===== src/rtl/hamming74_stream_encoder.sv =====
// Hamming(7,4) stream encoder: nibble FIFO, encoder and hold/gap output pacing.
// Optional single-bit error injection is enabled by defining HAMMING74_ERR_INJECT_EN.
module hamming74_stream_encoder #(
  parameter int unsigned FIFO_DEPTH  = 4,
  parameter int unsigned HOLD_CYCLES = 8,
  parameter int unsigned GAP_CYCLES  = 2
) (
  input  logic        clock,
  input  logic        rst_n,
  input  logic        in_valid,
  input  logic [3:0]  in_data,
`ifdef HAMMING74_ERR_INJECT_EN
  input  logic        inj_arm,
  input  logic [2:0]  inj_pos,
`endif
  output logic        in_ready,
  output logic [6:0]  out_word,
  output logic        out_valid,
  output logic        idle,
  output logic [15:0] sent_count
);

  localparam int unsigned PTR_W     = (FIFO_DEPTH > 2) ? $clog2(FIFO_DEPTH) : 1;
  localparam int unsigned CNT_W     = $clog2(FIFO_DEPTH + 1);
  localparam int unsigned TMR_MAX   = (HOLD_CYCLES > GAP_CYCLES) ? HOLD_CYCLES : GAP_CYCLES;
  localparam int unsigned TMR_W     = (TMR_MAX > 1) ? $clog2(TMR_MAX) : 1;
  localparam int unsigned HOLD_LOAD = HOLD_CYCLES - 1;
  localparam int unsigned GAP_LOAD  = (GAP_CYCLES > 0) ? GAP_CYCLES - 1 : 0;
  localparam bit          HAS_GAP   = (GAP_CYCLES > 0);

  typedef enum logic [1:0] {
    S_IDLE = 2'd0,
    S_HOLD = 2'd1,
    S_GAP  = 2'd2
  } state_e;

  state_e            state_q, state_d;
  logic [3:0]        mem_q [FIFO_DEPTH];
  logic [PTR_W-1:0]  wr_ptr_q, wr_ptr_d;
  logic [PTR_W-1:0]  rd_ptr_q, rd_ptr_d;
  logic [CNT_W-1:0]  count_q, count_d;
  logic [TMR_W-1:0]  tmr_q, tmr_d;
  logic [6:0]        word_q, word_d;
  logic [15:0]       sent_q, sent_d;

  logic              full;
  logic              empty;
  logic              push;
  logic              pop;
  logic [3:0]        head;
  logic [6:0]        enc_word;
  logic [6:0]        flip_mask;

  assign full     = (count_q == CNT_W'(FIFO_DEPTH));
  assign empty    = (count_q == '0);
  assign in_ready = rst_n & ~full;
  assign push     = in_valid & in_ready;
  assign head     = mem_q[rd_ptr_q];

  // Codeword layout {d3,d2,d1,p4,d0,p2,p1}
  assign enc_word = {head[3], head[2], head[1],
                     head[1] ^ head[2] ^ head[3],
                     head[0],
                     head[0] ^ head[2] ^ head[3],
                     head[0] ^ head[1] ^ head[3]};

`ifdef HAMMING74_ERR_INJECT_EN
  logic arm_q, arm_d;

  assign flip_mask = (arm_q && (inj_pos != 3'd7)) ? 7'(7'd1 << inj_pos) : 7'd0;

  // Sticky arm flag: new pulses are ignored while set, cleared by the next load
  always_comb begin
    arm_d = arm_q;
    if (arm_q) begin
      if (pop) arm_d = 1'b0;
    end else if (inj_arm) begin
      arm_d = 1'b1;
    end
  end

  always_ff @(posedge clock) begin
    if (!rst_n) arm_q <= 1'b0;
    else        arm_q <= arm_d;
  end
`else
  assign flip_mask = 7'd0;
`endif

  // FSM state register
  always_ff @(posedge clock) begin
    if (!rst_n) state_q <= S_IDLE;
    else        state_q <= state_d;
  end

  // FSM next-state logic
  always_comb begin
    state_d = state_q;
    case (state_q)
      S_IDLE:  if (!empty) state_d = S_HOLD;
      S_HOLD:  if (tmr_q == '0) state_d = HAS_GAP ? S_GAP : S_IDLE;
      S_GAP:   if (tmr_q == '0) state_d = S_IDLE;
      default: state_d = S_IDLE;
    endcase
  end

  // FSM outputs and datapath next values
  always_comb begin
    pop    = 1'b0;
    tmr_d  = tmr_q;
    word_d = word_q;
    sent_d = sent_q;
    case (state_q)
      S_IDLE: begin
        if (!empty) begin
          pop    = 1'b1;
          word_d = enc_word ^ flip_mask;
          tmr_d  = TMR_W'(HOLD_LOAD);
        end
      end
      S_HOLD: begin
        if (tmr_q == '0) begin
          sent_d = sent_q + 16'd1;
          tmr_d  = TMR_W'(GAP_LOAD);
        end else begin
          tmr_d = tmr_q - TMR_W'(1);
        end
      end
      S_GAP: begin
        if (tmr_q != '0) tmr_d = tmr_q - TMR_W'(1);
      end
      default: ;
    endcase
  end

  // FIFO pointer and occupancy update; a pop when full does not free a push slot this cycle
  always_comb begin
    wr_ptr_d = push ? wr_ptr_q + PTR_W'(1) : wr_ptr_q;
    rd_ptr_d = pop  ? rd_ptr_q + PTR_W'(1) : rd_ptr_q;
    count_d  = count_q;
    case ({push, pop})
      2'b10:   count_d = count_q + CNT_W'(1);
      2'b01:   count_d = count_q - CNT_W'(1);
      default: count_d = count_q;
    endcase
  end

  always_ff @(posedge clock) begin
    if (!rst_n) begin
      wr_ptr_q <= '0;
      rd_ptr_q <= '0;
      count_q  <= '0;
      tmr_q    <= '0;
      word_q   <= '0;
      sent_q   <= '0;
    end else begin
      wr_ptr_q <= wr_ptr_d;
      rd_ptr_q <= rd_ptr_d;
      count_q  <= count_d;
      tmr_q    <= tmr_d;
      word_q   <= word_d;
      sent_q   <= sent_d;
    end
  end

  // Storage needs no reset: occupancy gates every read
  always_ff @(posedge clock) begin
    if (push) mem_q[wr_ptr_q] <= in_data;
  end

  assign out_word   = word_q;
  assign out_valid  = (state_q == S_HOLD);
  assign idle       = ~rst_n | ((state_q == S_IDLE) & empty);
  assign sent_count = sent_q;

endmodule


===== config.mk =====
export PLATFORM = sky130hd
export DESIGN_NAME = hamming74_stream_encoder
export DESIGN_NICKNAME = d
export VERILOG_FILES = /design/src/rtl/hamming74_stream_encoder.sv
export SDC_FILE = /design/constraint.sdc
export NUM_CORES = 1
export LEC_CHECK = 0
export BUFFER_PORTS_ARGS = -buffer_cell sky130_fd_sc_hd__buf_2
export CAP_MARGIN = 40
export CELL_PAD_IN_SITES_DETAIL_PLACEMENT = 0
export CELL_PAD_IN_SITES_GLOBAL_PLACEMENT = 1
export CORE_MARGIN = 2
export CORE_UTILIZATION = 40
export CTS_CLUSTER_DIAMETER = 200
export DETAILED_ROUTE_END_ITERATION = 12
export PLACE_DENSITY_LB_ADDON = 0.1
export SYNTH_ARGS = -nofsm -noshare
export SYNTH_HDL_FRONTEND = slang
export SYNTH_SLANG_ARGS = --single-unit

===== constraint.sdc =====
create_clock -name clock -period 2.95 [get_ports clock]
set_input_delay 0.295 -clock clock [delete_from_list [all_inputs] [get_ports clock]]
set_output_delay 0.295 -clock clock [all_outputs]
set_load 0.02 [all_outputs]

==> metrics.txt, run 1 <==
placed insts=324; HP Class=in2reg; Vias=roughly 1600; pin count of the biggest net entering global routing=35; DP HPWL=a little over 3000 um; FF+latch count, synth=53; hold path endpoint=mem_q[3][3]$_DFFE_PP_; CTS root buf=clkbuf_8; mean post-synth cell area=10.4 um^2; non-filler cells, final=~330; cells along the critical path=inv_1 > ha_1 > nand2b_1 > inv_1 > ha_1 > inv_1 > fa_1 > xor2_1 > or3_1 > a21oi_1; Routed Antenna Nets=0; number of synthesized flops with an enable pin=16; GRT Residual Overflow=0; setup TNS=0 ps; TritonCTS Buffers=5; H-Tree Depth=2; crit end category=register; post-synth top area share=31.6%; Yosys top cell by area=dfxtp_1; Period minus WS final=2470 ps; R2R cell count=10; P_leak=1.06 nW; Die Ht=slightly above 80 um; worst-margin pin slew=542 ps; Syn Std Cell Area=roughly 2300 um^2; area of the core=5570 um^2; syn_nets=245; FF-to-FF End=count_q[2]$_SDFFE_PN0P_; HP Start=in_data[3]; MaxCap Viol Count=0; Worst Setup Path Type=reg2reg; Max Freq=about 410 MHz; endpoints failing setup=0; TritonRoute pass-1 iters=4; Reg power frac=41.9%; Hold Crit Depth=1; WL per Instance=12.7 um; Post-synth ARST share=0%; GRT Util Overall=14.4%; Sw Share=37.3%; Max FO, Critical Path=11; power density cells=855 nW/um^2; Initial Utilization=a little over two fifths; die area=6500 um^2; Logic pwr share=39.2%; RSZ-0062 raised after global routing=false; Yosys cell types=40; critical path's top delay family=adder cells; Setup Fix Bufs, Post-CTS=0; antenna violations before repair=0; Final Power=approximately 2.3 mW; clk sink count=53; CTS resizes=0; sequential area share after synthesis=52.0%; status=completed; top post-synthesis cells by area=dfxtp_1 (32%), edfxtp_1 (20%), ha_1 (5.9%); WL final=4230 um; dominant synthesized flop cell=dfxtp_1; num ports=33; CTS Hold Bufs=0; r2r startpoint=state_q[1]$_SDFFE_PN0P_; Required @ worst endpoint=between 3000 and 4000 ps; Final Hold Vio Count=0; global-route wire length before repair=between 7000 and 8000 um; drt initial violations=61; Synth Warn #=0; Nets=roughly 280; DR vias/cell=4.84; internal power=~1.4 mW; Worst-Skew Late Latency=310 ps; Rows=27; Startpoint Class=register; CP dominant cell by count=inv_1; most frequent cells in the layout=dfxtp_1 (37), buf_2 (32), nor2_1 (23), nand2_1 (21), a21oi_1 (18); Worst path max stage delay=370 ps; Worst VDD drop=0.314 mV; worst reg-to-reg setup slack=480 ps; Area Growth Syn to Fin=13.7%; leading cell type in the layout, fill and taps excluded=dfxtp_1; Net Switching=851 uW; diodes inserted=0; layout cells sized above 1=19.2%; # DRC=0; Slew HR=63.6%; clk_skew=6.76 ps; Crit path buffers/inverters=3; Final Slew Violations=0; GP Congestion=~0.67; clock share of power=18.9%; Die Span X=80.6 um; CTS tree=yes; Syn Inst Count=226; critical path's slowest cell=fa_1; number of global-route vias before repair=1590; port buffer count=32; arrival time worst endpoint=2710 ps; Longest Clk Path Bufs=2; clk slew on worst S/H paths=100 ps; Tcrit/Tclk final=83.6%; fill cell total of the finished layout=between 500 and 600
## metrics by stage
stage                     cell area, um^2  hold WS (ps)  setup WS, ps  util, %
after detailed placement             2570           455           468     46.2
after floorplan                      2350           394           662        -
after global placement               2570           459           587     46.2
final                                2670           199           483     47.9
after CTS                            2670           186           448     47.9
after global routing                 2670           187           194     47.9
## power by group through the flow
stage	logic, mW	registers (mW)	clock network [mW]
after floorplan	0.680	1.00	0
after global placement	0.903	0.974	0
after detailed placement	0.909	0.975	0
after CTS	0.914	0.959	0.450
after global routing	1.03	0.974	0.476
final	0.893	0.956	0.432
## metal layers
metal	GRT usage, %	vias to the layer above	share of wire (%)
met2	24.0	23	46
met4	5.59	0	1.6
met3	3.48	7	3.6
li1	-	838	-
met1	18.0	739	48
met5	0	-	0
## kinds of logic after synthesis
| kind of cell | Yosys count | share of synthesized area, % |
|---|---|---|
| XOR/XNOR | 22 | 8.21 |
| flip-flops | 53 | 52.0 |
| adder cells (fa/ha/maj) | 12 | 6.72 |
| multiplexers | 5 | 4.26 |
| AO/OA/AOI/OAI | 37 | 8.74 |
| buffers and inverters | 20 | 3.46 |
| AND/OR/NAND/NOR | 77 | 16.6 |
## sequential cells by signal, indices dropped and copies added, names as in the netlist, named ones only
name	flops
sent_count	16
out_word	7
rd_ptr_q	2
tmr_q	3
wr_ptr_q	2
mem_q	16
count_q	3
state_q	2
## how the worst max path moves through the flow
stage | start | endpoint | slack (ps) | cells past startpoint
2_1_floorplan | count_q[0]$_SDFFE_PN0P_ | count_q[2]$_SDFFE_PN0P_ | 660 | 10
3_3_place_gp | state_q[1]$_SDFFE_PN0P_ | count_q[2]$_SDFFE_PN0P_ | 590 | 10
3_5_place_dp | state_q[1]$_SDFFE_PN0P_ | count_q[2]$_SDFFE_PN0P_ | 470 | 10
4_1_cts | state_q[1]$_SDFFE_PN0P_ | count_q[2]$_SDFFE_PN0P_ | 450 | 10
5_1_grt | state_q[1]$_SDFFE_PN0P_ | count_q[2]$_SDFFE_PN0P_ | 190 | 10
6_report | state_q[1]$_SDFFE_PN0P_ | count_q[2]$_SDFFE_PN0P_ | 480 | 10
## worst reg2reg max path, stage by stage (launching register included)
cell	delay (ps)
dfxtp_1	320
inv_1	100
ha_1	200
nand2b_1	190
inv_1	320
ha_1	250
inv_1	60
fa_1	370
xor2_1	160
or3_1	300
a21oi_1	140
## layout make-up
type	instances	area, um^2	share of cell area (%)
clock inverters	2	13.8	0.516
flip-flops and latches	53	1220	45.8
well taps	72	90.1	3.38
multi-input cells	153	1040	39.1
inverters	13	48.8	1.83
clock buffers	6	82.6	3.09
repair buffers	33	168	6.28
## synthesized netlist by cell type, types with 2 or more instances
cell type	n
nor3_1	2
o21ai_0	10
or3_1	3
dfxtp_1	37
edfxtp_1	16
mux4_2	4
nand2_1	21
and4_1	2
nor2_1	23
a31oi_1	2
and2_1	2
and3_1	5
inv_1	12
nand4_1	3
a21oi_1	18
nand3_1	4
nand2b_1	4
buf_2	2
xnor2_1	12
ha_1	11
xor2_1	10
clkbuf_1	4
o31ai_1	2
Power figures use the tool's default switching activity.
==> inputs of run 2 (changes only) <==
Settings changed: ABC_AREA set to 1.
Clock period 2.95 ns to 2.5 ns, I/O delays scaled along.
==> run 2 against run 1 <==
Non-clock buffer count grew 2; critical path depth is the same; first-iteration DRC count grew 30%; final cell count grew 33%; global-route usage grew 1.0 points; combinational power grew 43%; sequential power grew 19%; register-to-register slack is essentially flat; sequential share of layout area shrank 4.2 points; total power grew 33%.
==> metrics.txt, run 2 <==
TritonRoute pass-1 iters=4 (unchanged); clk slew on worst S/H paths=100 ps (about the same); sequential area share after synthesis=47.4% (-4.6 points); Worst VDD drop=0.573 mV (+83%); Nets=384 (+38%); Die Ht=84.3 um (+4.5%); Final Hold Vio Count=0 (unchanged); num ports=33 (unchanged); setup TNS=0 ps (unchanged); RSZ-0062 raised after global routing=false; Hold Crit Depth=1 (unchanged); CTS root buf=clkbuf_8; Area Growth Syn to Fin=14.0%; H-Tree Depth=2 (unchanged); die area=7100 um^2 (+9.3%); CP Depth=10 (unchanged); GRT Util Overall=15.4% (+1.0 points); pin count of the biggest net entering global routing=30 (-14%); Required @ worst endpoint=2700 ps (-490 ps); Post-synth ARST share=0% (unchanged); global-route wire length before repair=8980 um (+25%); critical path's top delay family=compound AO/OA/AOI/OAI gates; DP HPWL=3810 um (+23%); Longest Clk Path Bufs=2 (unchanged); CTS Hold Bufs=0 (unchanged); CTS resizes=0 (unchanged); Startpoint Class=register; arrival time worst endpoint=2230 ps (-480 ps); cells along the critical path=inv_1 > a31oi_1 > nand2_2 > ha_1 > inv_1 > fa_1 > a21oi_1 > o21ai_0 > o21ai_0 > a21oi_1; area of the core=6280 um^2 (+13%); Worst path max stage delay=370 ps (about the same); worst-margin pin slew=398 ps (-145 ps); port buffer count=32 (unchanged); drt initial violations=79 (+30%); Die Span X=84.3 um (+4.5%); Yosys cell types=27 (-33%); GRT Residual Overflow=0 (unchanged); top cells by count, synth=nand2_1 (84), inv_1 (43), dfxtp_1 (37); Crit path buffers/inverters=2 (-1); P_leak=1.30 nW (+22%); most frequent cells in the layout=nand2_1 (84), inv_1 (43), dfxtp_1 (37), buf_2 (32), nor2_1 (30); Worst-Skew Late Latency=310 ps (about the same); Synth Warn #=0 (unchanged); R2R cell count=10 (unchanged); critical path's slowest cell=fa_1; Max Freq=493 MHz (+22%); leading cell type in the layout, fill and taps excluded=nand2_1; # DRC=0 (unchanged); layout cells sized above 1=15.3% (-3.9 points); Yosys top cell by area=dfxtp_1; Syn Std Cell Area=2580 um^2 (+9.8%); MaxCap Viol Count=0 (unchanged); Rows=29 (+7.4%); Syn Inst Count=328 (+45%); endpoints failing setup=0 (unchanged); top post-synthesis cells by area=dfxtp_1 (29%), edfxtp_1 (19%), nand2_1 (12%); Max FO, Critical Path=9 (-2); clk_skew=9.52 ps (+2.76 ps); Setup Fix Bufs, Post-CTS=0 (unchanged); FF+latch count, synth=53 (unchanged); Vias=2091 (+30%); Slew HR=73.4% (+9.8 points); post-synth top area share=28.8% (-2.8 points); diodes inserted=0 (unchanged); clk sink count=53 (unchanged); mean post-synth cell area=7.85 um^2 (-24%); dominant synthesized flop cell=dfxtp_1; Final Slew Violations=0 (unchanged); Min Hold Slack=168 ps (-31.4 ps); Worst Setup Path Type=reg2reg; CTS tree=yes; WL final=5160 um (+22%); Routed Antenna Nets=0 (unchanged); most frequent cell after synthesis=nand2_1; Finished Core Util=46.8% (-1.1 points); Tcrit/Tclk final=81.1% (-2.6 points); syn_nets=347 (+42%); antenna violations before repair=0 (unchanged); HP Class=in2reg; status=completed; power density cells=1030 nW/um^2 (+20%); TritonCTS Buffers=5 (unchanged); number of global-route vias before repair=1973 (+24%); number of synthesized flops with an enable pin=16 (unchanged); crit end category=register; DR vias/cell=4.72 (-2.5%); WL per Instance=11.7 um (-8.4%); GP Congestion=0.737 (+9.9%); Initial Utilization=41.0% (-1.1 points); Period minus WS final=2030 ps (-441 ps)
-- run 2: logic make-up after synthesis --
| logic type | count (synthesis) | synth area share [%] |
|---|---|---|
| compound gates | 55 | 11.5 |
| xor+xnor | 2 | 0.680 |
| fa+ha+maj | 12 | 6.12 |
| buf+inv | 50 | 7.96 |
| flops | 53 | 47.4 |
| simple gates | 156 | 26.4 |
-- run 2: metal layers --
layer	track usage, %	up-vias	routed length, um	part of all wire, %
li1	-	1135	-	-
met1	21.7	916	2720	53
met2	24.1	38	2200	43
met3	3.44	2	218	4.2
met4	3.96	0	29	0.56
met5	0	-	0	0
-- run 2: where the power goes --
group          internal, mW  switching [mW]
Sequential             1.04          0.0984
Clock                 0.306           0.297
Combinational         0.436           0.848
Total                  1.78            1.24
-- run 2: final cells by class --
type | count | area (um^2)
fill | 641 | 3340
sequential | 53 | 1220
multi-input combinational | 225 | 1150
timing repair buffer | 35 | 183
inverter | 45 | 171
tap | 77 | 96.3
clock buffer | 5 | 68.8
clock inverter | 3 | 47.5
-- run 2: final timing paths --
kind | from | to | slack (ps)
hold reg to reg | rd_ptr_q[1]$_SDFFE_PN0P_ | rd_ptr_q[1]$_SDFFE_PN0P_ | 470
setup / recovery | count_q[0]$_SDFFE_PN0P_ | count_q[2]$_SDFFE_PN0P_ | 470
hold / removal | in_data[3] | mem_q[3][3]$_DFFE_PP_ | 170
setup reg to reg | count_q[0]$_SDFFE_PN0P_ | count_q[2]$_SDFFE_PN0P_ | 470
-- run 2: metrics by stage --
stage	worst slack (ps)	std cells	cell area [um^2]	total power, mW
2_1_floorplan	397	328	2580	2.15
6_report	473	443	2940	3.02
5_1_grt	156	443	2940	3.30
4_1_cts	480	443	2940	3.07
3_5_place_dp	497	435	2820	2.45
3_3_place_gp	541	435	2820	2.43
==> inputs of run 3 (changes only) <==
Settings changed: CORE_UTILIZATION 40 to 38.
Clock period 2.5 ns to 1.67 ns, I/O delays scaled along.
==> run 3 against run 2 <==
The flow now finishes with violations (setup timing); clock skew fell by 2.8 ps; combinational power rose by 84%; global-route usage fell by 0.084 points; die area rose by 5.0%; first-iteration DRC count rose by 48%; core utilization rose by 0.26 points; count of clock-buffer cells in the layout rose by 1; clock power rose by 24%; fmax rose by 15%; final cell count rose by 5.4%; total power rose by 59%; via count rose by 4.1%; critical endpoint unchanged; largest cell class unchanged.
==> metrics.txt, run 3 (synthesized netlist as in run 2, its figures left out) <==
clk sink count=53 (unchanged); most frequent cells in the layout=nand2_1 (84), inv_1 (36), dfxtp_1 (33), buf_2 (32), nor2_1 (29); Min Hold Slack=71.8 ps (-96.1 ps); Metal-1 WL=2670 um (-1.8%); number of global-route vias before repair=2003 (+1.5%); violated checks=setup timing; FF-to-FF End=count_q[2]$_SDFFE_PN0P_; Placed Area=3000 um^2 (+6.5%); Max FO, Critical Path=2 (-7); multi-input gate area in the final layout=1210 um^2 (+5.7%); Final Slew Violations=0 (unchanged); Hold Crit Depth=1 (unchanged); # DRC=0 (unchanged); layout cells sized above 1=24.5% (+9.2 points); crit end category=register; endpoints failing setup=2 (+2); Worst-Skew Late Latency=310 ps (about the same); CTS tree=yes; pin count of the biggest net entering global routing=30 (unchanged); Rows=30 (+3.4%); Area Growth Syn to Fin=22.0%; HP Start=in_data[0]; Top Layer Used=met4; TritonCTS Buffers=5 (unchanged); H-Tree Depth=2 (unchanged); Max Freq=569 MHz (+15%); power density cells=1530 nW/um^2 (+48%); WL met2=2370 um (+8.1%); worst-margin pin slew=294 ps (-104 ps); Met3 Wirelength=171 um (-22%); Final Hold Vio Count=0 (unchanged); Finished Cell Area=3140 um^2 (+7.0%); leading cell type in the layout, fill and taps excluded=nand2_1; DR vias/cell=4.66 (-1.3%); Worst path max stage delay=340 ps (-30 ps); clk_skew=6.77 ps (-2.75 ps); DP HPWL=3920 um (+2.9%); Vias=2176 (+4.1%); Die Ht=86.3 um (+2.5%); hold path endpoint=mem_q[0][0]$_DFFE_PP_; MaxCap Viol Count=0 (unchanged); r2r startpoint=state_q[1]$_SDFFE_PN0P_; GRT Util Overall=15.3% (-0.084 points); GP Congestion=0.794 (+7.7%); cells along the critical path=inv_2 > ha_4 > inv_2 > a31oi_4 > ha_4 > inv_2 > fa_2 > a21oi_2 > o21ai_1 > o21ai_1 > a21oi_1; setup ws final=-88.8 ps (-562 ps); drt initial violations=117 (+48%); port buffer count=32 (unchanged); critical path's slowest cell=fa_2; Routed Antenna Nets=0 (unchanged); num ports=33 (unchanged); R2R cell count=11 (+1); global-route wire length before repair=9130 um (+1.7%); area of the core=6680 um^2 (+6.4%); diodes inserted=0 (unchanged); arrival time worst endpoint=1960 ps (-270 ps); Nets=405 (+5.5%); worst reg-to-reg setup slack=-90 ps (-560 ps); Initial Utilization=38.6% (-2.5 points); Slew HR=80.4% (+7.0 points); Startpoint Class=register; Worst VDD drop=0.796 mV (+39%); clk slew on worst S/H paths=100 ps (about the same); Die Span X=86.3 um (+2.5%); CP dominant cell by count=inv_2; P_leak=1.39 nW (+7.1%); TritonRoute pass-1 iters=4 (unchanged); Required @ worst endpoint=1870 ps (-830 ps); CTS root buf=clkbuf_8; Tcrit/Tclk final=105% (+24 points); Period minus WS final=1760 ps (-268 ps); Final Power=4.80 mW (+59%); fill cell total of the finished layout=701 (+9.4%); WL final=5290 um (+2.4%); HP Class=in2reg; Worst Setup Path Type=reg2reg; Longest Clk Path Bufs=2 (unchanged); RSZ-0062 raised after global routing=true; status=finished, violations left; die area=7450 um^2 (+5.0%); WL per Instance=11.3 um (-2.9%); antenna violations before repair=0 (unchanged); Seq. cell area=1230 um^2 (+0.41%); GRT Residual Overflow=0 (unchanged)
[run 3: cell types whose count changed in the layout (fill, tap and decap cells not counted), sizes merged]
cell	previous run	this run
bufinv	1	0
clkinv	0	2
buf	35	56
inv	47	45
clkbuf	5	6
[run 3: stage by stage]
step	setup slack (ps)	util (%)	instances	TNS [ps]
6_report	-88.8	47.1	467	-166
5_1_grt	-220	47.1	467	-429
4_1_cts	-90.6	46.3	465	-174
3_5_place_dp	-71.1	45.0	457	-140
3_3_place_gp	-34.8	45.0	457	-58.2
2_1_floorplan	-230	-	328	-457
[run 3: layer usage]
layer	track usage, %	vias to the layer above
met5	0	-
met4	4.69	0
met3	3.43	6
met2	24.2	30
met1	21.0	957
li1	-	1183
[run 3: worst max path at each step]
| stage | depth (start not counted) | slack, ps | endpoint | start |
|---|---|---|---|---|
| 3_5_place_dp | 10 | -70 | count_q[1]$_SDFFE_PN0P_ | state_q[1]$_SDFFE_PN0P_ |
| 3_3_place_gp | 11 | -30 | count_q[2]$_SDFFE_PN0P_ | state_q[1]$_SDFFE_PN0P_ |
| 2_1_floorplan | 11 | -230 | count_q[1]$_SDFFE_PN0P_ | state_q[1]$_SDFFE_PN0P_ |
| 5_1_grt | 11 | -220 | count_q[2]$_SDFFE_PN0P_ | state_q[1]$_SDFFE_PN0P_ |
| 4_1_cts | 10 | -90 | count_q[1]$_SDFFE_PN0P_ | state_q[1]$_SDFFE_PN0P_ |
| 6_report | 11 | -90 | count_q[2]$_SDFFE_PN0P_ | state_q[1]$_SDFFE_PN0P_ |
[run 3: area by class of cell]
| class | instances | area share (%) |
|---|---|---|
| Multi-Input combinational cell | 225 | 38.6 |
| Sequential cell | 53 | 39.0 |
| Clock inverter | 2 | 0.279 |
| Clock buffer | 6 | 2.63 |
| Tap cell | 80 | 3.18 |
| Timing Repair Buffer | 56 | 10.8 |
| Inverter | 45 | 5.45 |
[run 3: where the power goes]
part	leakage, nW	internal, mW	switching (mW)	total (mW)
registers	0.449	1.56	0.141	1.70
logic	0.891	0.955	1.39	2.35
clock network	0.0486	0.330	0.415	0.745
total	1.39	2.85	1.95	4.80
[run 3: worst max-delay path: cells and delay by family (launching register included)]
kind / cells / cell delay, ps
AOI/OAI and AO/OA: 5 / 540
adders and majority gates: 3 / 630
buffers and inverters: 3 / 140
DFF: 1 / 330
[run 3: timing repair]
item | 4_1_cts | 5_1_grt
hold buffers | 0 | 0
gates resized for setup | 0 | 11
setup endpoints to repair | 2 | 6
setup buffers | 0 | 2
pin swaps | 0 | 7
